`config.mk`:
```
export PLATFORM = sky130hd
export DESIGN_NAME = btn_debounce2
export DESIGN_NICKNAME = d
export VERILOG_FILES = /design/src/rtl/btn_debounce2.sv
export SDC_FILE = /design/constraint.sdc
export NUM_CORES = 1
export LEC_CHECK = 0
export CORE_MARGIN = 1.5
export CORE_UTILIZATION = 55
export DETAILED_ROUTE_END_ITERATION = 6
export GPL_ROUTABILITY_DRIVEN = 0
export GPL_TIMING_DRIVEN = 0
export PLACE_DENSITY = 0.73
export SLEW_MARGIN = 10
export SYNTH_ARGS = -nofsm -noshare
export SYNTH_HDL_FRONTEND = slang
export SYNTH_SLANG_ARGS = --single-unit
```
`constraint.sdc`:
```
create_clock -name clk -period 2.4 [get_ports clk]
set_input_delay 0.48 -clock clk [delete_from_list [all_inputs] [get_ports clk]]
set_output_delay 0.48 -clock clk [all_outputs]
set_load 0.02 [all_outputs]
```
`src/rtl/btn_debounce2.sv`:
```
// btn_debounce2: two-channel push-button conditioner.
// Each raw, asynchronous button level is synchronised to clk and debounced. The result is a
// clean level plus registered single-cycle rise/fall pulses. The two channels are fully
// independent and share no state.
//
// Parameters:
//   DEBOUNCE_CYCLES  consecutive stable synchronised samples needed to accept a new level (>= 2)
//   CNT_W            debounce counter width, 2**CNT_W >= DEBOUNCE_CYCLES
//   SYNC_STAGES      flops per synchroniser chain (>= 2)
// Ports:
//   clk            system clock, rising edge
//   rst_n          asynchronous active-low reset
//   btn_a, btn_b   raw button levels
//   a, b           debounced levels
//   a_rise/a_fall  one-cycle pulses on a 0->1 / 1->0
//   b_rise/b_fall  one-cycle pulses on b 0->1 / 1->0
module btn_debounce2 #(
    parameter int unsigned DEBOUNCE_CYCLES = 1000000,
    parameter int unsigned CNT_W           = 20,
    parameter int unsigned SYNC_STAGES     = 2
) (
    input  logic clk,
    input  logic rst_n,
    input  logic btn_a,
    input  logic btn_b,
    output logic a,
    output logic b,
    output logic a_rise,
    output logic a_fall,
    output logic b_rise,
    output logic b_fall
);

    localparam logic [CNT_W-1:0] CNT_LAST = CNT_W'(DEBOUNCE_CYCLES - 1);

    typedef enum logic [1:0] {
        StLow,
        StToHigh,
        StHigh,
        StToLow
    } state_e;

    logic [1:0] w_raw;
    logic [1:0] w_lvl;
    logic [1:0] w_rise;
    logic [1:0] w_fall;

    assign w_raw = {btn_b, btn_a};

    for (genvar gi = 0; gi < 2; gi++) begin : g_ch
        logic [SYNC_STAGES-1:0] r_sync;
        state_e                 r_state;
        logic [CNT_W-1:0]       r_cnt;
        logic                   r_lvl;
        logic                   r_rise;
        logic                   r_fall;
        logic                   w_s;

        // Last synchroniser stage is the only sample the FSM ever looks at.
        assign w_s = r_sync[SYNC_STAGES-1];

        always_ff @(posedge clk or negedge rst_n) begin
            if (!rst_n) begin
                r_sync  <= '0;
                r_state <= StLow;
                r_cnt   <= '0;
                r_lvl   <= 1'b0;
                r_rise  <= 1'b0;
                r_fall  <= 1'b0;
            end else begin
                r_sync <= {r_sync[SYNC_STAGES-2:0], w_raw[gi]};
                r_rise <= 1'b0;
                r_fall <= 1'b0;
                case (r_state)
                    StLow: begin
                        if (w_s) begin
                            r_state <= StToHigh;
                            r_cnt   <= CNT_W'(1);
                        end else begin
                            r_cnt <= '0;
                        end
                    end
                    StToHigh: begin
                        if (!w_s) begin
                            // Bounce or glitch: drop all progress.
                            r_state <= StLow;
                            r_cnt   <= '0;
                        end else if (r_cnt == CNT_LAST) begin
                            r_state <= StHigh;
                            r_cnt   <= '0;
                            r_lvl   <= 1'b1;
                            r_rise  <= 1'b1;
                        end else begin
                            r_cnt <= r_cnt + CNT_W'(1);
                        end
                    end
                    StHigh: begin
                        if (!w_s) begin
                            r_state <= StToLow;
                            r_cnt   <= CNT_W'(1);
                        end else begin
                            r_cnt <= '0;
                        end
                    end
                    StToLow: begin
                        if (w_s) begin
                            r_state <= StHigh;
                            r_cnt   <= '0;
                        end else if (r_cnt == CNT_LAST) begin
                            r_state <= StLow;
                            r_cnt   <= '0;
                            r_lvl   <= 1'b0;
                            r_fall  <= 1'b1;
                        end else begin
                            r_cnt <= r_cnt + CNT_W'(1);
                        end
                    end
                    default: begin
                        r_state <= StLow;
                        r_cnt   <= '0;
                    end
                endcase
            end
        end

        assign w_lvl[gi]  = r_lvl;
        assign w_rise[gi] = r_rise;
        assign w_fall[gi] = r_fall;
    end

    assign a      = w_lvl[0];
    assign b      = w_lvl[1];
    assign a_rise = w_rise[0];
    assign a_fall = w_fall[0];
    assign b_rise = w_rise[1];
    assign b_fall = w_fall[1];

endmodule

```
* Yosys cells after proc, flatten, opt, wreduce, memory -nomap -nowiden
Index checks and enable logic that the tools add are counted.
** Word-level totals
- Input bits :: 4
- Flip-flop bits (word level) :: 54
- Output and inout port bits :: 6
** Operators by class
- Reduce and logical (&&, ||, !) cells :: 8
- Muxes and demuxes :: 46
- Equal/unequal tests :: 24
- $add $sub $neg :: 2
** Operators with widths (number)
- 20-bit case mux with 4 select lines :: 2
- 20-bit two-way mux :: 6
- 20-bit by 1-bit adder with 20-bit output (second input constant) :: 2
- 20-bit equality test (second input constant) :: 2
- 2-bit two-way mux :: 12
- 2-bit != test (second input constant) :: 12
- 1-bit two-way mux :: 22
- 2-bit case mux with 4 select lines :: 2
- 3-bit != test (second input constant) :: 4
- 5-bit AND reduction :: 2
- 2-bit equality test (second input constant) :: 4
- 4-bit AND reduction :: 2
- 2-bit by 1-bit equality test with 1-bit output (second input constant) :: 2
- 2-bit zero test :: 2
- 1-bit case mux with 2 select lines :: 2
- 2-bit nonzero test :: 2

* Longest topological paths before layout
Gate-level depths: netlist (run 1).
- Depth in word-level cells :: 4
- Gate-level depth with buffers :: 7
- Mapped depth without buffers :: 5

* Worst setup path before layout (run 1)
Ideal clock, no wire load.
- Path type :: flip-flop to flip-flop
- Start :: register g_ch[1].r_cnt[0]
- End :: register g_ch[1].r_cnt[18]
- Required time :: 2322 ps
- Clock period less this slack :: 2043 ps
- Stages on the path, launching flop included :: 7
- Setup time :: 78 ps
- Slack :: 357 ps
- Arrival :: 1965 ps
- Cell sequence :: dfrtp_1 > ha_1 > nand3_2 > or4_1 > buf_2 > or4_1 > a21oi_1
** Between the ends
- Word-level cells in the longest chain between the ends :: 4
** RTL lines
- from (decl) :: RTL line 53 : logic [CNT_W-1:0] r_cnt;
- from (signal assigned) :: RTL line 94 : r_cnt <= r_cnt + CNT_W'(1);
- from (signal assigned) :: RTL line 115 : r_cnt <= r_cnt + CNT_W'(1);
- 20-bit by 1-bit adder with 20-bit output or 20-bit equality test (tied branches)
- 20-bit two-way mux * :: RTL line 88, 109
- 20-bit two-way mux (on tied branches) :: RTL line 106, 84
- 20-bit case mux with 4 select lines * :: RTL line 74 : case (r_state)
Every way passes the cells marked *; elsewhere a longest branch is shown, timed or not.
A chain may end at the register's enable or synchronous reset.

* Final worst setup path (run 1)
Ends and elaborated chain as after synthesis.

==> results of run 1 <==
==> per-stage QoR <==
| stage | total power [W] | utilization (%) | setup TNS, ps | std cells |
|---|---|---|---|---|
| finish | 0.00159 | 64.2 | 0 | 318 |
| global route | 0.00165 | 64.2 | 0 | 318 |
| CTS | 0.00160 | 64.0 | 0 | 318 |
| detailed placement | 0.00100 | 61.4 | 0 | 310 |
| global placement | 0.000998 | 61.1 | -39650 | 309 |
| floorplan | 0.000968 | - | 0 | 248 |
==> final timing paths <==
| kind | end | slack (ps) |
|---|---|---|
| min in group clk | g_ch[0].r_sync[1] | 360 |
| max in group asynchronous | g_ch[1].r_cnt[0] | 1690 |
| worst min-delay path | g_ch[1].r_cnt[10] | 150 |
| worst max-delay path | g_ch[1].r_cnt[18] | 170 |
| worst min register to register | g_ch[0].r_sync[1] | 360 |
| worst max register to register | g_ch[1].r_cnt[18] | 170 |
==> cell families (layout without fill, tap and decap cells) <==
logic type                 count (synthesis)  count (layout)  share of synthesized area, %
buffers and inverters                     17              35                          2.65
adders and majority gates                  2               2                         0.999
DFF                                       54              54                          54.0
xor gates and xnor gates                  25              25                          8.75
AOI/OAI and AO/OA                         40              40                          9.60
and+or+nand+nor                          110             110                          24.0
==> flip-flops by register name (all words and copies together) (netlist names), named ones only <==
name	cells
g_ch.r_sync	4
g_ch.r_cnt	40
b_fall	1
a_rise	1
b_rise	1
a	1
b	1
g_ch.r_state	2
a_fall	1
==> synthesized netlist by cell type (all sizes together) <==
| library cell | number | area share, % |
|---|---|---|
| and4b | 1 | 0.40 |
| o22ai | 1 | 0.25 |
| nand2 | 12 | 1.8 |
| and3 | 2 | 0.50 |
| ha | 2 | 1.0 |
| o21bai | 2 | 0.75 |
| or4b | 1 | 0.40 |
| nand4 | 7 | 1.7 |
| clkbuf | 5 | 0.75 |
| nor3b | 2 | 0.60 |
| buf | 2 | 0.40 |
| nand3 | 17 | 3.6 |
| dfrtp | 54 | 54 |
| inv | 10 | 1.5 |
| nor4 | 6 | 1.7 |
| a21boi | 3 | 0.90 |
| a21oi | 13 | 2.6 |
| a21o | 2 | 0.60 |
| or3b | 1 | 0.35 |
| o21ai | 13 | 2.6 |
| and4 | 2 | 0.70 |
| or3 | 9 | 2.3 |
| nor4bb | 1 | 0.40 |
| nor3 | 5 | 1.0 |
| nor2 | 29 | 4.3 |
| xor2 | 9 | 3.1 |
| or2 | 2 | 0.50 |
| o31ai | 4 | 1.2 |
| a211o | 2 | 0.70 |
| and2 | 5 | 1.2 |
| or4 | 8 | 2.4 |
| xnor2 | 16 | 5.6 |
==> layer usage <==
metal	vias to the layer above	share of wire, %	GRT usage (%)
li1	907	-	-
met1	903	49	28.5
met2	25	47	33.5
met3	7	3.1	4.33
met4	0	1.4	5.77
met5	-	0	0
==> cell type report <==
| type | instances | area (µm²) |
|---|---|---|
| Multi-Input combinational cell | 177 | 1090 |
| Buffer | 7 | 28.8 |
| Inverter | 10 | 37.5 |
| Fill cell | 355 | 1560 |
| Clock buffer | 5 | 68.8 |
| Sequential cell | 54 | 1350 |
| Clock inverter | 3 | 45.0 |
| Timing Repair Buffer | 10 | 105 |
| Tap cell | 52 | 65.1 |
==> worst max-delay path, cell delays in order, from the launching register on <==
cell and delay [ps]:
dfrtp_1 400, ha_1 220, nand3_2 160, or4_1 550, buf_2 170, or4_1 500
a21oi_1 160
==> power by group <==
group / switching (W) / leakage (nW) / internal, W / total, W
logic: 0.0000372 / 0.309 / 0.0000186 / 0.0000559
clock network: 0.000299 / 0.0504 / 0.000310 / 0.000610
registers: 0.00000950 / 0.736 / 0.000919 / 0.000929
==> flow_summary.json, run 1 <==
{
  "h-tree-depth": 2,
  "port_buffers": 9,
  "io_pins": 10,
  "pwr_density_cell_mw_per_mm2": 570,
  "clock-root-buffer": "clkbuf_8",
  "setup_viol": 0,
  "dp_slack_ps": 95.2,
  "drt-initial-drc-count": 118,
  "final_common_cell": "dfrtp_1",
  "avgViaCountPerCell": 5.79,
  "p_leak_nw": 1.10,
  "post_cts_buffers": 0,
  "core_mm2": 0.00435,
  "r2r_cells": 6,
  "areaGrowthSynthToFinish_pct": 11.6,
  "cp_data_required_time_ps": 2640,
  "numCtsBuffers": 5,
  "start_util_pct": 57.5,
  "grt_overflow": 0,
  "drive_above_1_share_pct": 6.39,
  "syn_area_per_cell_um2": 10.1,
  "grt_max_degree": 31,
  "cts.repair.resized": 0,
  "die_w_um": 70.5,
  "grt_pass1_wl_um": 8250,
  "path_max_fanout": 7,
  "whs_ps": 154,
  "slew_headroom_pct": 61.6,
  "finalWorstSetupSlack_ps": 169,
  "grt_pass1_vias": 1834,
  "syn-num-nets": 254,
  "cts_tree": "yes",
  "ir_drop_v": 0.000488,
  "clockBufferDepth": 2,
  "drt_first_pass_iters": 4,
  "crit_type": "register to register",
  "fp.dieH_um": 70.5,
  "worst_slew_pin_slew_ps": 576,
  "num_vias": 1842,
  "max_cap_violations": 0,
  "wl_um": 4600,
  "drc_errors": 0,
  "rsz0062_at_grt": "no",
  "ys_warn_count": 0,
  "ys_seq_elements": 54,
  "grt_antenna_before_repair": 0,
  "ys_seq_area_share_pct": 54.0,
  "clk_pin_slew_ps": 100,
  "final_cell_area_mm2": 0.00280,
  "worst_hold_path_type": "input pin to async pin",
  "dp_hpwl_um": 3140,
  "critPathLaunch": "g_ch[1].r_cnt[0]",
  "synth_cells": 248,
  "avgRoutedWirePerCell_um": 14.4,
  "post_dp_cell_area_mm2": 0.00267,
  "syn_area_mm2": 0.00250,
  "diodes": 0,
  "grt.total_usage_pct": 20.8,
  "period_minus_slack_ps": 2230,
  "fin_nets": 271,
  "period_share_pct": 92.9,
  "cts.sinks": 54,
  "cts_hold_buf": 0,
  "fin_skew_ps": 9.66,
  "rows": 24,
  "ant_nets": 0,
  "hold_violations": 0,
  "r2r-start": "g_ch[1].r_cnt[0]",
  "outcome": "complete, no violations",
  "clk_latency_ps": 310,
  "cp.arrival_ps": 2470,
  "die-area_mm2": 0.00497,
  "final_cell_mix": "dfrtp_1 (54), nor2_1 (29), nand3_1 (16), xnor2_1 (16)",
  "slew_viol_final": 0,
  "startpoint_type": "register",
  "max_freq_mhz": 448,
  "worstSetupEndpointType": "register",
  "synth.distinct_cells": 37
}
Power figures use the tool's default switching activity.
==> inputs of run 2 (changes only) <==
--- a/config.mk
+++ b/config.mk
@@ -5,12 +5,14 @@
 export SDC_FILE = /design/constraint.sdc
 export NUM_CORES = 1
 export LEC_CHECK = 0
-export CORE_MARGIN = 1.5
+export CORE_MARGIN = 10
 export CORE_UTILIZATION = 55
+export CTS_BUF_LIST = sky130_fd_sc_hd__clkbuf_8
 export DETAILED_ROUTE_END_ITERATION = 6
 export GPL_ROUTABILITY_DRIVEN = 0
 export GPL_TIMING_DRIVEN = 0
 export PLACE_DENSITY = 0.73
+export SKIP_LAST_GASP = 1
 export SLEW_MARGIN = 10
 export SYNTH_ARGS = -nofsm -noshare
 export SYNTH_HDL_FRONTEND = slang
==> run 2 against run 1 <==
Clock skew decreased by 1.4 ps. Register-to-register slack improved by 30 ps. First-iteration DRC count decreased by 29%. Sequential power about the same. Design area increased by 1.1%. Highest routed layer unchanged.
==> flow_summary.json, run 2 (synthesis results as in run 1) <==
{
  "outcome": "complete, no violations",
  "grt_overflow": 0,
  "wl_um": 4640,
  "areaGrowthSynthToFinish_pct": 12.8,
  "drc_errors": 0,
  "critPathLaunch": "g_ch[1].r_cnt[0]",
  "fin_nets": 271,
  "startpoint_type": "register",
  "num_vias": 1836,
  "avgRoutedWirePerCell_um": 14.6,
  "top_regs": "g_ch.r_cnt x40, g_ch.r_sync x4, g_ch.r_state x2",
  "r2r-start": "g_ch[1].r_cnt[0]",
  "clockBufferDepth": 2,
  "cp.arrival_ps": 2430,
  "post_cts_buffers": 0,
  "max_cap_violations": 0,
  "numCtsBuffers": 5,
  "dp_hpwl_um": 3210,
  "worst_hold_path_type": "input pin to async pin",
  "clock-root-buffer": "clkbuf_8",
  "drt_first_pass_iters": 4,
  "clk_latency_ps": 300,
  "rsz0062_at_grt": "no",
  "die_w_um": 87.5,
  "crit_type": "register to register",
  "h-tree-depth": 2,
  "fin_skew_ps": 8.22,
  "worstSetupEndpointType": "register",
  "final_cell_mix": "dfrtp_1 (54), nor2_1 (29), nand3_1 (16), xnor2_1 (16)",
  "r2r_cells": 6,
  "cp_data_required_time_ps": 2630,
  "hold_violations": 0,
  "rows": 24,
  "r2r_end": "g_ch[1].r_cnt[18]",
  "grt_max_degree": 30,
  "final_cell_area_mm2": 0.00283,
  "largest_reg_flops": 40,
  "fp.dieH_um": 87.5,
  "grt_pass1_wl_um": 8380,
  "die-area_mm2": 0.00765,
  "diodes": 0,
  "grt.total_usage_pct": 13.4,
  "core_mm2": 0.00438,
  "ir_drop_v": 0.000460,
  "crit_chain": "ha_1 -> nand3_2 -> or4_1 -> buf_2 -> or4_1 -> a21oi_1",
  "path_max_fanout": 7,
  "cts.sinks": 54,
  "clk_pin_slew_ps": 100,
  "cp_common_cell": "or4_1",
  "io_pins": 10,
  "max_freq_mhz": 454,
  "worst_slew_pin_slew_ps": 657,
  "cts_tree": "yes",
  "ant_nets": 0,
  "grt_pass1_vias": 1831,
  "max_flop_register": "g_ch.r_cnt",
  "finalWorstSetupSlack_ps": 197,
  "finish.utilization_pct": 64.4,
  "drt-initial-drc-count": 84,
  "slew_viol_final": 0,
  "period_minus_slack_ps": 2200,
  "avgViaCountPerCell": 5.77,
  "worstSetupEndpoint": "g_ch[1].r_cnt[18]",
  "p_leak_nw": 1.12,
  "slew_headroom_pct": 56.2,
  "final_common_cell": "dfrtp_1",
  "critPathMaxStageDelay_ps": 550,
  "dp_slack_ps": 99.6,
  "start_util_pct": 57.1,
  "grt_antenna_before_repair": 0,
  "slowest_stage": "or4_1",
  "port_buffers": 9,
  "drive_above_1_share_pct": 6.77,
  "period_share_pct": 91.8,
  "reg2reg_slack_ps": 200,
  "setup_viol": 0,
  "post_dp_cell_area_mm2": 0.00267,
  "pwr_density_cell_mw_per_mm2": 608
}
[run 2: cell types whose count changed in the layout (fill, tap and decap cells not counted), sizes merged]
cell      change
bufinv        +1
clkbuf        +1
clkinvlp      -2
[run 2: how the worst min path moves through the flow]
stage                            startpoint  depth (start not counted)           endpoint
final                                 rst_n                          1  g_ch[0].r_cnt[15]
after floorplan                       rst_n                          0          async pin
after CTS                             rst_n                          1  g_ch[0].r_cnt[13]
after global routing                  rst_n                          1  g_ch[0].r_cnt[13]
after detailed placement  g_ch[1].r_sync[0]                          0  g_ch[1].r_sync[1]
after global placement    g_ch[1].r_sync[0]                          0  g_ch[1].r_sync[1]
[run 2: worst max-delay path: cells and delay by family, from the launching register on]
| family | cells | cell delay (ps) |
|---|---|---|
| AO/OA/AOI/OAI | 1 | 150 |
| adder cells (fa/ha/maj) | 1 | 210 |
| buffers and inverters | 1 | 180 |
| flip-flops | 1 | 400 |
| AND/OR/NAND/NOR | 3 | 1200 |
[run 2: metrics by stage]
stage | hold WS, ps | instances | power (W) | TNS [ps]
floorplan | 184 | 248 | 0.000968 | 0
global placement | 336 | 309 | 0.000999 | -40520
detailed placement | 340 | 310 | 0.00100 | 0
CTS | 215 | 318 | 0.00173 | 0
global route | 233 | 318 | 0.00177 | 0
finish | 191 | 318 | 0.00172 | 0
[run 2: timing repair]
| item | in CTS | in global routing |
|---|---|---|
| resized for setup | 0 | 3 |
| setup endpoints to repair | 0 | 11 |
| hold buffers | 0 | 0 |
[run 2: metal layers]
layer	GRT usage, %	vias up	routed length, µm	part of all wire, %
met3	4.03	4	125	2.7
met1	16.2	899	2170	47
met4	4.20	0	41	0.88
met2	22.2	21	2310	50
li1	-	912	-	-
met5	0	-	0	0
[run 2: where the power goes]
part	internal (W)	total (W)	switching [W]
Clock	0.000445	0.000733	0.000289
Sequential	0.000919	0.000928	0.00000898
Combinational	0.0000188	0.0000556	0.0000368
Total	0.00138	0.00172	0.000335
[run 2: layout make-up]
class / instances / area [µm²]
Sequential cell: 54 / 1350
Tap cell: 52 / 65.1
Multi-Input combinational cell: 177 / 1090
Inverter: 10 / 37.5
Clock buffer: 6 / 82.6
Timing Repair Buffer: 10 / 105
Clock inverter: 2 / 60.1
Fill cell: 353 / 1560
Buffer: 7 / 30.0
